$ cat config.mk
export PLATFORM = sky130hd
export DESIGN_NAME = muldiv_unit
export DESIGN_NICKNAME = d
export VERILOG_FILES = /design/src/rtl/muldiv_pkg.sv /design/src/rtl/muldiv_sign_fix.sv /design/src/rtl/muldiv_unit.sv
export SDC_FILE = /design/constraint.sdc
export NUM_CORES = 1
export LEC_CHECK = 0
export ABC_CLOCK_PERIOD_IN_PS = 3400
export CAP_MARGIN = 40
export CORE_MARGIN = 10
export CORE_UTILIZATION = 54
export CTS_BUF_LIST = sky130_fd_sc_hd__clkbuf_4 sky130_fd_sc_hd__clkbuf_8
export DETAILED_ROUTE_END_ITERATION = 12
export PLACE_DENSITY = 0.77
export SLEW_MARGIN = 10
export SYNTH_ARGS = -nofsm -noshare
export SYNTH_HDL_FRONTEND = slang
export SYNTH_SLANG_ARGS = --single-unit
$ cat constraint.sdc
create_clock -name clk -period 3.4 [get_ports clk]
set_input_delay 0.34 -clock clk [delete_from_list [all_inputs] [get_ports clk]]
set_output_delay 0.34 -clock clk [all_outputs]
set_load 0.02 [all_outputs]
$ cat src/rtl/muldiv_pkg.sv
// muldiv_pkg: shared definitions for the iterative multiply/divide unit.
//   ALU_MULT / ALU_DIV : ALU control codes, shared with the ALU control decoder
//   state_t            : unit FSM states
//   cnt_width()        : iteration counter width for a given operand width
package muldiv_pkg;

    localparam logic [3:0] ALU_MULT = 4'b0101;
    localparam logic [3:0] ALU_DIV  = 4'b1011;

    typedef enum logic [1:0] {
        IDLE = 2'd0,
        RUN  = 2'd1,
        FIX  = 2'd2
    } state_t;

    function automatic int cnt_width(input int w);
        return $clog2(w + 1);
    endfunction

endpackage

$ cat src/rtl/muldiv_sign_fix.sv
// muldiv_sign_fix: combinational conditional two's-complement negate.
// Used both to take operand magnitudes at capture and to restore result
// signs in FIX.
//   val : input value
//   neg : 1 = return -val, 0 = pass val through
//   res : result
module muldiv_sign_fix #(
    parameter int WIDTH = 32
) (
    input  logic [WIDTH-1:0] val,
    input  logic             neg,
    output logic [WIDTH-1:0] res
);

    assign res = neg ? (~val + WIDTH'(1)) : val;

endmodule

$ cat src/rtl/muldiv_unit.sv
// muldiv_unit: iterative MIPS32 mult/div unit with HI/LO result registers.
// Radix-2 shift-add multiply and restoring divide on operand magnitudes,
// one bit per RUN cycle, sign correction in FIX.
//   clk, reset         : clock, synchronous active-high reset
//   start, alu_ctrl    : request + operation (0101 mult, 1011 div)
//   op_signed          : 1 = signed mult/div, 0 = multu/divu
//   src_a, src_b       : multiplicand/dividend, multiplier/divisor
//   flush              : abort in-flight operation (no HI/LO update, no done)
//   busy               : high while not IDLE (pipeline stall)
//   done               : one-cycle pulse when new hi/lo are visible
//   hi, lo             : mult: product high/low; div: remainder/quotient
// Optional build macro MULDIV_DIVZERO_FAST_EN: divide by zero skips RUN.
module muldiv_unit
    import muldiv_pkg::*;
#(
    parameter int WIDTH = 32
) (
    input  logic             clk,
    input  logic             reset,
    input  logic             start,
    input  logic [3:0]       alu_ctrl,
    input  logic             op_signed,
    input  logic [WIDTH-1:0] src_a,
    input  logic [WIDTH-1:0] src_b,
    input  logic             flush,
    output logic             busy,
    output logic             done,
    output logic [WIDTH-1:0] hi,
    output logic [WIDTH-1:0] lo
);

    localparam int CW = cnt_width(WIDTH);

`ifdef MULDIV_DIVZERO_FAST_EN
    localparam bit FAST_DIVZ = 1'b1;
`else
    localparam bit FAST_DIVZ = 1'b0;
`endif

    state_t           state_q, state_d;
    logic [CW-1:0]    cnt_q, cnt_d;
    logic             is_div_q, is_div_d;
    logic             divz_q, divz_d;
    logic             neg_lo_q, neg_lo_d;   // product / quotient sign
    logic             neg_hi_q, neg_hi_d;   // remainder sign
    logic [WIDTH-1:0] b_q, b_d;             // |multiplier| or |divisor|
    logic [WIDTH-1:0] ph_q, ph_d;           // product high / partial remainder
    logic [WIDTH-1:0] pl_q, pl_d;           // multiplier bits / quotient bits
    logic [WIDTH-1:0] hi_q, hi_d;
    logic [WIDTH-1:0] lo_q, lo_d;
    logic             done_q, done_d;

    // Operand magnitudes at capture
    logic             a_neg, b_neg, req_div, req_ok, req_divz;
    logic [WIDTH-1:0] mag_a, mag_b;

    assign a_neg    = op_signed & src_a[WIDTH-1];
    assign b_neg    = op_signed & src_b[WIDTH-1];
    assign req_div  = (alu_ctrl == ALU_DIV);
    assign req_ok   = (alu_ctrl == ALU_MULT) || req_div;
    assign req_divz = req_div && (src_b == '0);

    muldiv_sign_fix #(.WIDTH(WIDTH)) u_mag_a (.val(src_a), .neg(a_neg), .res(mag_a));
    muldiv_sign_fix #(.WIDTH(WIDTH)) u_mag_b (.val(src_b), .neg(b_neg), .res(mag_b));

    // One iteration of each algorithm
    logic [WIDTH:0] mul_sum, div_rem_s, div_diff;

    assign mul_sum   = {1'b0, ph_q} + (pl_q[0] ? {1'b0, b_q} : '0);
    assign div_rem_s = {ph_q, pl_q[WIDTH-1]};
    assign div_diff  = div_rem_s - {1'b0, b_q};

    // Sign correction of the finished magnitudes
    logic [2*WIDTH-1:0] prod_fix;
    logic [WIDTH-1:0]   quo_fix, rem_fix;

    muldiv_sign_fix #(.WIDTH(2*WIDTH)) u_fix_prod (.val({ph_q, pl_q}), .neg(neg_lo_q), .res(prod_fix));
    muldiv_sign_fix #(.WIDTH(WIDTH))   u_fix_quo  (.val(pl_q), .neg(neg_lo_q), .res(quo_fix));
    muldiv_sign_fix #(.WIDTH(WIDTH))   u_fix_rem  (.val(ph_q), .neg(neg_hi_q), .res(rem_fix));

    always_comb begin
        state_d  = state_q;
        cnt_d    = cnt_q;
        is_div_d = is_div_q;
        divz_d   = divz_q;
        neg_lo_d = neg_lo_q;
        neg_hi_d = neg_hi_q;
        b_d      = b_q;
        ph_d     = ph_q;
        pl_d     = pl_q;
        hi_d     = hi_q;
        lo_d     = lo_q;
        done_d   = 1'b0;

        unique case (state_q)
            IDLE: begin
                if (start && req_ok && !flush) begin
                    is_div_d = req_div;
                    divz_d   = req_divz;
                    b_d      = mag_b;
                    cnt_d    = '0;
                    neg_hi_d = a_neg;
                    if (req_divz) begin
                        // Preload the final divide-by-zero answer and freeze it
                        // through RUN: remainder path rebuilds src_a from |a|
                        // with the dividend sign, quotient stays all ones.
                        neg_lo_d = 1'b0;
                        ph_d     = mag_a;
                        pl_d     = '1;
                        state_d  = FAST_DIVZ ? FIX : RUN;
                    end else begin
                        neg_lo_d = a_neg ^ b_neg;
                        ph_d     = '0;
                        pl_d     = mag_a;
                        state_d  = RUN;
                    end
                end
            end
            RUN: begin
                if (flush) begin
                    state_d = IDLE;
                end else begin
                    if (!divz_q) begin
                        if (is_div_q) begin
                            // Restoring step: keep the subtraction if it did not borrow
                            if (!div_diff[WIDTH]) begin
                                ph_d = div_diff[WIDTH-1:0];
                                pl_d = {pl_q[WIDTH-2:0], 1'b1};
                            end else begin
                                ph_d = div_rem_s[WIDTH-1:0];
                                pl_d = {pl_q[WIDTH-2:0], 1'b0};
                            end
                        end else begin
                            // Shift-add: conditional add into high half, shift pair right
                            ph_d = mul_sum[WIDTH:1];
                            pl_d = {mul_sum[0], pl_q[WIDTH-1:1]};
                        end
                    end
                    cnt_d = cnt_q + CW'(1);
                    if (cnt_q == CW'(WIDTH - 1)) begin
                        state_d = FIX;
                    end
                end
            end
            FIX: begin
                state_d = IDLE;
                if (!flush) begin
                    done_d = 1'b1;
                    if (is_div_q) begin
                        hi_d = rem_fix;
                        lo_d = quo_fix;
                    end else begin
                        hi_d = prod_fix[2*WIDTH-1:WIDTH];
                        lo_d = prod_fix[WIDTH-1:0];
                    end
                end
            end
            default: state_d = IDLE;
        endcase
    end

    always_ff @(posedge clk) begin
        if (reset) begin
            state_q  <= IDLE;
            cnt_q    <= '0;
            is_div_q <= 1'b0;
            divz_q   <= 1'b0;
            neg_lo_q <= 1'b0;
            neg_hi_q <= 1'b0;
            b_q      <= '0;
            ph_q     <= '0;
            pl_q     <= '0;
            hi_q     <= '0;
            lo_q     <= '0;
            done_q   <= 1'b0;
        end else begin
            state_q  <= state_d;
            cnt_q    <= cnt_d;
            is_div_q <= is_div_d;
            divz_q   <= divz_d;
            neg_lo_q <= neg_lo_d;
            neg_hi_q <= neg_hi_d;
            b_q      <= b_d;
            ph_q     <= ph_d;
            pl_q     <= pl_d;
            hi_q     <= hi_d;
            lo_q     <= lo_d;
            done_q   <= done_d;
        end
    end

    assign busy = (state_q != IDLE);
    assign done = done_q;
    assign hi   = hi_q;
    assign lo   = lo_q;

endmodule

# Word level (Yosys, flattened, before mapping)
# Index checks and enable logic that the tools add are counted.
dict set report totals {
  register_bits 173
  inputBits 73
}
dict set report classes {
  addsub 8
  eq_ne 9
  mux 31
  bitwise 10
  n_reduce_logical 15
}
# cell count
set op_table {}
lappend op_table {{$mux W32} 18}
lappend op_table {{$add A32 B1 Y32 const B} 4}
lappend op_table {{$not A32 Y32} 4}
lappend op_table {{$pmux W32 S2} 2}
lappend op_table {{$add A64 B1 Y64 const B} 1}
lappend op_table {{$mux W64} 1}
lappend op_table {{$not A64 Y64} 1}
lappend op_table {{$add A32 B32 Y33} 1}
lappend op_table {{$sub A33 B32 Y33} 1}
lappend op_table {{$logic_not A32 Y1} 1}
lappend op_table {{$mux W6} 2}
lappend op_table {{$pmux W6 S2} 1}
lappend op_table {{$add A6 B1 Y6 const B} 1}
lappend op_table {{$eq A6 B5 Y1 const B} 1}
lappend op_table {{$mux W2} 3}
lappend op_table {{$ne A2 B2 Y1 const B} 3}
lappend op_table {{$reduce_and A2 Y1} 3}
lappend op_table {{$eq A4 B3 Y1 const B} 1}
lappend op_table {{$eq A4 B4 Y1 const B} 1}
lappend op_table {{$pmux W2 S2} 1}
lappend op_table {{$reduce_and A4 Y1} 1}
lappend op_table {{$reduce_bool A2 Y1} 2}
lappend op_table {{$logic_and A1 B1 Y1} 3}
lappend op_table {{$mux W1} 3}
lappend op_table {{11 further kinds} 13}

# Longest topological paths before layout
dict set report logic_depth {
  depth_word 6
  ltp_mapped 15
}

# Modules after synthesis
# A second synthesis with hierarchy kept.
dict set report unflattened {
  hier_cells 2141
  hier_area_um2 16729.8
}
# module instances cells_per_inst area_each_um2 seq_area_each_um2
set by_module_without_submodules {}
lappend by_module_without_submodules {muldiv_unit 1 1539 11972.7 3463.3}
lappend by_module_without_submodules {{muldiv_sign_fix (u_fix_quo ...)} 4 99 777.0 0.0}
lappend by_module_without_submodules {{muldiv_sign_fix (u_fix_prod)} 1 206 1649.1 0.0}

# Worst setup path after synthesis
# No wires, ideal clock.
dict set report synth_timing {
  path_type {register to register}
  from {register pl_q[0]}
  to {register ph_q[22]}
  arrival_ns 3.199
  t_required_ns 3.266
  path_slack_ns 0.067
  stages_incl_launch_ff 15
  synth_period_minus_slack_ns 3.333
  path_cell_list {dfxtp_1 -> clkinv_1 -> clkbuf_1 -> nor2_1 -> ha_1 -> a21o_1 -> a221oi_1 -> o21ai_1 -> a211oi_2 -> o41ai_2 -> nor2b_1 -> a311o_1 -> xor2_1 -> a221oi_1 -> a211oi_1}
}
dict set report synth_via {
  elab_chain_len 6
}
# item line
set synth_lines {}
lappend synth_lines {{start: declaration} muldiv_unit.sv:48} ;# logic [WIDTH-1:0] pl_q, pl_d;
lappend synth_lines {{start signal: assignment} muldiv_unit.sv:185} ;# pl_q <= pl_d;
lappend synth_lines {{$mux W32} muldiv_unit.sv:69} ;# assign mul_sum = {1'b0, ph_q} + (pl_q[0] ? {1'b0, b_q} : '0);
lappend synth_lines {{$add A32 B32 Y33} muldiv_unit.sv:69}
lappend synth_lines {{$mux W32} muldiv_unit.sv:124} ;# if (is_div_q) begin
lappend synth_lines {{$mux W32} muldiv_unit.sv:123} ;# if (!divz_q) begin
lappend synth_lines {{$mux W32} muldiv_unit.sv:120} ;# if (flush) begin
lappend synth_lines {{$pmux W32 S2} muldiv_unit.sv:95} ;# unique case (state_q)
lappend synth_lines {{end signal: assignment} muldiv_unit.sv:184} ;# ph_q <= ph_d;
lappend synth_lines {{end: declaration} muldiv_unit.sv:47} ;# logic [WIDTH-1:0] ph_q, ph_d;
# Every way passes these cells. The select of a mux whose other input is x is not followed.
# A chain may end at the register's enable or synchronous reset.

# Final worst setup path
dict set report layout_timing {
  from {register b_q[2]}
  to {register ph_q[30]}
}
dict set report layout_via {
  elab_chain_len 6
}
# item line
set layout_lines {}
lappend layout_lines {{start: declaration} muldiv_unit.sv:46} ;# logic [WIDTH-1:0] b_q, b_d;
lappend layout_lines {{start signal: assignment} muldiv_unit.sv:170} ;# b_q <= '0;
lappend layout_lines {{start signal: assignment} muldiv_unit.sv:183} ;# b_q <= b_d;
lappend layout_lines {{$sub A33 B32 Y33 or $mux W32 (tied branches)} {muldiv_unit.sv:71, muldiv_unit.sv:69}}
lappend layout_lines {{$mux W32 or $add A32 B32 Y33 (tied branches)} {muldiv_unit.sv:126, muldiv_unit.sv:69}}
lappend layout_lines {{$mux W32 (*)} muldiv_unit.sv:124}
lappend layout_lines {{$mux W32 (*)} muldiv_unit.sv:123}
lappend layout_lines {{$mux W32 (*)} muldiv_unit.sv:120}
lappend layout_lines {{$pmux W32 S2 (*)} muldiv_unit.sv:95}
# Mark *: on every way between the ends. The rest lies on a longest branch, timed or not. The select of a mux whose other input is x is not followed.

==> impl_results.md <==
* # setup viols final at 0
* VDD IR max at 0.000304 V
* Max Cap Viol at 0
* First-pass GRT wire length at 74400 µm
* Top-area cell type share of the netlist area at roughly 25%
* Synth top area cells: dfxtp_1 (25%), a21oi_1 (6.5%), nor2_1 (6.5%)
* Area leader, netlist: dfxtp_1
* Worst path slowest cell: dfxtp_1
* Initial antenna violation count at 0
* Detailed placement HPWL at 37800 µm
* Die Y at 180 µm
* Status: finished clean
* GR Util All Layers at about 28%
* Post-synthesis cell count at between 1500 and 2000
* Num CTS Buffers at 17
* Ys flop type: dfxtp_1
* Inst Count DP at 2365
* Critical Path End Type: register
* Util after Layout at between 60% and 70%
* Top-count cell post-synth: nor2_1
* Fin Clk Skew at 0.0273 ns
* Cell count along the critical path at 15
* Netlist cell types at 79
* Vias per cell at around 6.2
* Worst-skew pair later-pin latency at 0.49 ns
* Final setup TNS at 0 ns
* Synth Cell Area at 0.0138 mm²
* Relative slew slack at 47.7%
* Crit-path cells: inv_2, ha_1, buf_4, nor2b_2, o31a_1, buf_4, o21a_1, o21ai_0, buf_4, nand3_1, nand2_1, o211a_1, mux2i_1, o31ai_2, a31oi_1
* Crit path max-delay family: compound AO/OA/AOI/OAI gates
* CTS Hold Bufs at 0
* Final setup margin at between 0.08 and 0.09 ns
* Fin crit share at ~98%
* Total Routed Length at ~48000 µm
* HP Class: in -> reg
* Most frequent CP cell: buf_4
* GP Congestion at 1.07
* Hold wc startpoint: reset
* Core Region at roughly 0.025 mm²
* FILL cells at between 2000 and 2500
* Req. time, crit path at 3.76 ns
* Flops & latches, synth at around 170
* R2R depth at 15
* Met3 Use GR at between 4 and 5%
* Clock root cell: clkbuf_8
* Clock Path Buffers at 2
* Routed vias at 14900
* Warnings from Yosys at 0
* Io pins at between 100 and 150
* Top cells by count, synth: nor2_1 (237), nand2_1 (181), a21oi_1 (179), dfxtp_1 (173), clkbuf_1 (99)
* Critical R2R Capture: ph_q[30]
* GR Util met2 at between 40 and 50%
* Hold depth at 2
* Worst-Margin Slew at 0.784 ns
* Register area share after synthesis at 25.1%
* Kind of critical path: reg -> reg
* CTS tree: done
* Crit path largest cell delay at 0.34 ns
* Worst r2r src: b_q[2]
* WL per Instance at 20.0 µm
* Slack of the worst reg-to-reg path at 0.08 ns
* Nets at around 2200
* CP bufs+invs at 4
* Hold path endpoint: ph_q[7]
* Share of cells above drive strength 1 at around an eighth
* Die Area at roughly 0.032 mm²
* Worst Path Max Fanout at 3
* Unrepaired setup endpoints after global routing: true
* Initial core utilization at a little over half
* Busiest grt layer: met2
* DRC viols at 0
* Post-route insts no fill at around 2400
* Mean Syn Cell Area at between 7 and 8 µm²
* Min Tclk post-route at 3.32 ns
* Vias in the first global route at approximately 14000
* Pre-CTS setup slack at -0.352 ns
* Area delta synth->final at 24.2%
* Clk sink count at between 150 and 200
* H-tree levels at 4
* Largest net degree at the start of global routing at 67
* Crit path launch type: register
* Synthesized Nets at between 1500 and 2000
* Row Count at just under 60
* Max-slew violations at 0
* Die X at around 180 µm
* Initial DRT Pass Iterations at 6
* Antenna cells at 0
* WP data arrival at around 3.7 ns
* Remaining antenna violation count at 0
* CTS clk-pin slew, worst paths at between 0.1 and 0.15 ns
* GR Util met1 at a little over a third
* Post-synth EDFFs at 0
* Post-synth ARST share at 0%
* Final Hold Vio Count at 0
* GRT overflow at 0
* Leak at slightly below 7 nW
* F_max at roughly 300 MHz
* Iteration-0 DRC Markers at 1767
* Port bufs at about 140
* PD cells at approximately 320 mW/mm²
cells in the final DEF, fill, tap and decap left out, types with 21 or more instances in the layout:
master,instances
xor2_1,93
clkdlybuf4s50_1,137
a21o_1,32
nand2_1,181
buf_4,163
dfxtp_1,170
nor3_1,50
xnor2_1,71
mux2i_1,49
nor2_1,236
o31ai_1,22
ha_1,66
a221oi_1,24
o21ai_0,85
inv_1,56
a211oi_1,88
and3_1,21
nand3_1,24
a21oi_1,175
final cells by class:
cell class	instances	area, µm²	share of cell area [%]
multi-input combinational	1504	9820	57.4
sequential	173	3470	20.3
timing repair buffer	307	2750	16.1
tap	330	413	2.41
clock buffer	17	234	1.37
inverter	58	219	1.28
clock inverter	15	210	1.23
worst max path at each step:
stage / from / endpoint / slack, ns
2_1_floorplan: pl_q[0] / ph_q[22] / 0.07
3_5_place_dp: pl_q[31] / pl_q[0] / -0.35
4_1_cts: b_q[2] / ph_q[2] / 0.01
6_report: b_q[2] / ph_q[30] / 0.08
3_3_place_gp: pl_q[31] / pl_q[0] / -0.32
5_1_grt: pl_q[0] / ph_q[22] / -0.04
through the flow:
| step | hold WS (ns) | instance area, µm² | power, W |
|---|---|---|---|
| 2_1_floorplan | 0.432 | 13800 | 0.00307 |
| 3_3_place_gp | 0.438 | 16400 | 0.00362 |
| 3_5_place_dp | 0.442 | 16400 | 0.00364 |
| 4_1_cts | 0.387 | 16900 | 0.00531 |
| 5_1_grt | 0.417 | 17100 | 0.00559 |
| 6_report | 0.405 | 17100 | 0.00539 |
repair_timing:
| action | in CTS | in global routing |
|---|---|---|
| setup buffers | 2 | 3 |
| gates resized for setup | 16 | 39 |
| pin swaps | 7 | 14 |
| setup endpoints to repair | 17 | 30 |
| gates cloned | 2 | 0 |
logic make-up after synthesis:
family / share of synthesized area (%)
compound gates: 27.5
xor+xnor: 10.5
fa+ha+maj: 6.56
mux: 3.64
flops: 25.1
buf+inv: 5.18
simple gates: 21.5
metal layers:
layer  wire (µm)  vias up  share of wire, %
met1       19900     6839                41
met3        4760      144               9.9
met4        2150        0               4.5
met5           0        -                 0
met2       21300      806                44
li1            -     7118                 -
sequential cells by signal, indices dropped and copies added, names as in the netlist:
| register | flops |
|---|---|
| neg_lo_q | 1 |
| state_q | 2 |
| is_div_q | 1 |
| lo | 32 |
| b_q | 32 |
| neg_hi_q | 1 |
| done | 1 |
| cnt_q | 6 |
| pl_q | 32 |
| ph_q | 32 |
| divz_q | 1 |
| hi | 32 |
where the power goes:
part           leakage [nW]  internal (W)  switching, W
clock                 0.212      0.000579      0.000979
sequential             1.40       0.00205     0.0000323
combinational          5.12      0.000791      0.000957
Power figures use the tool's default switching activity.
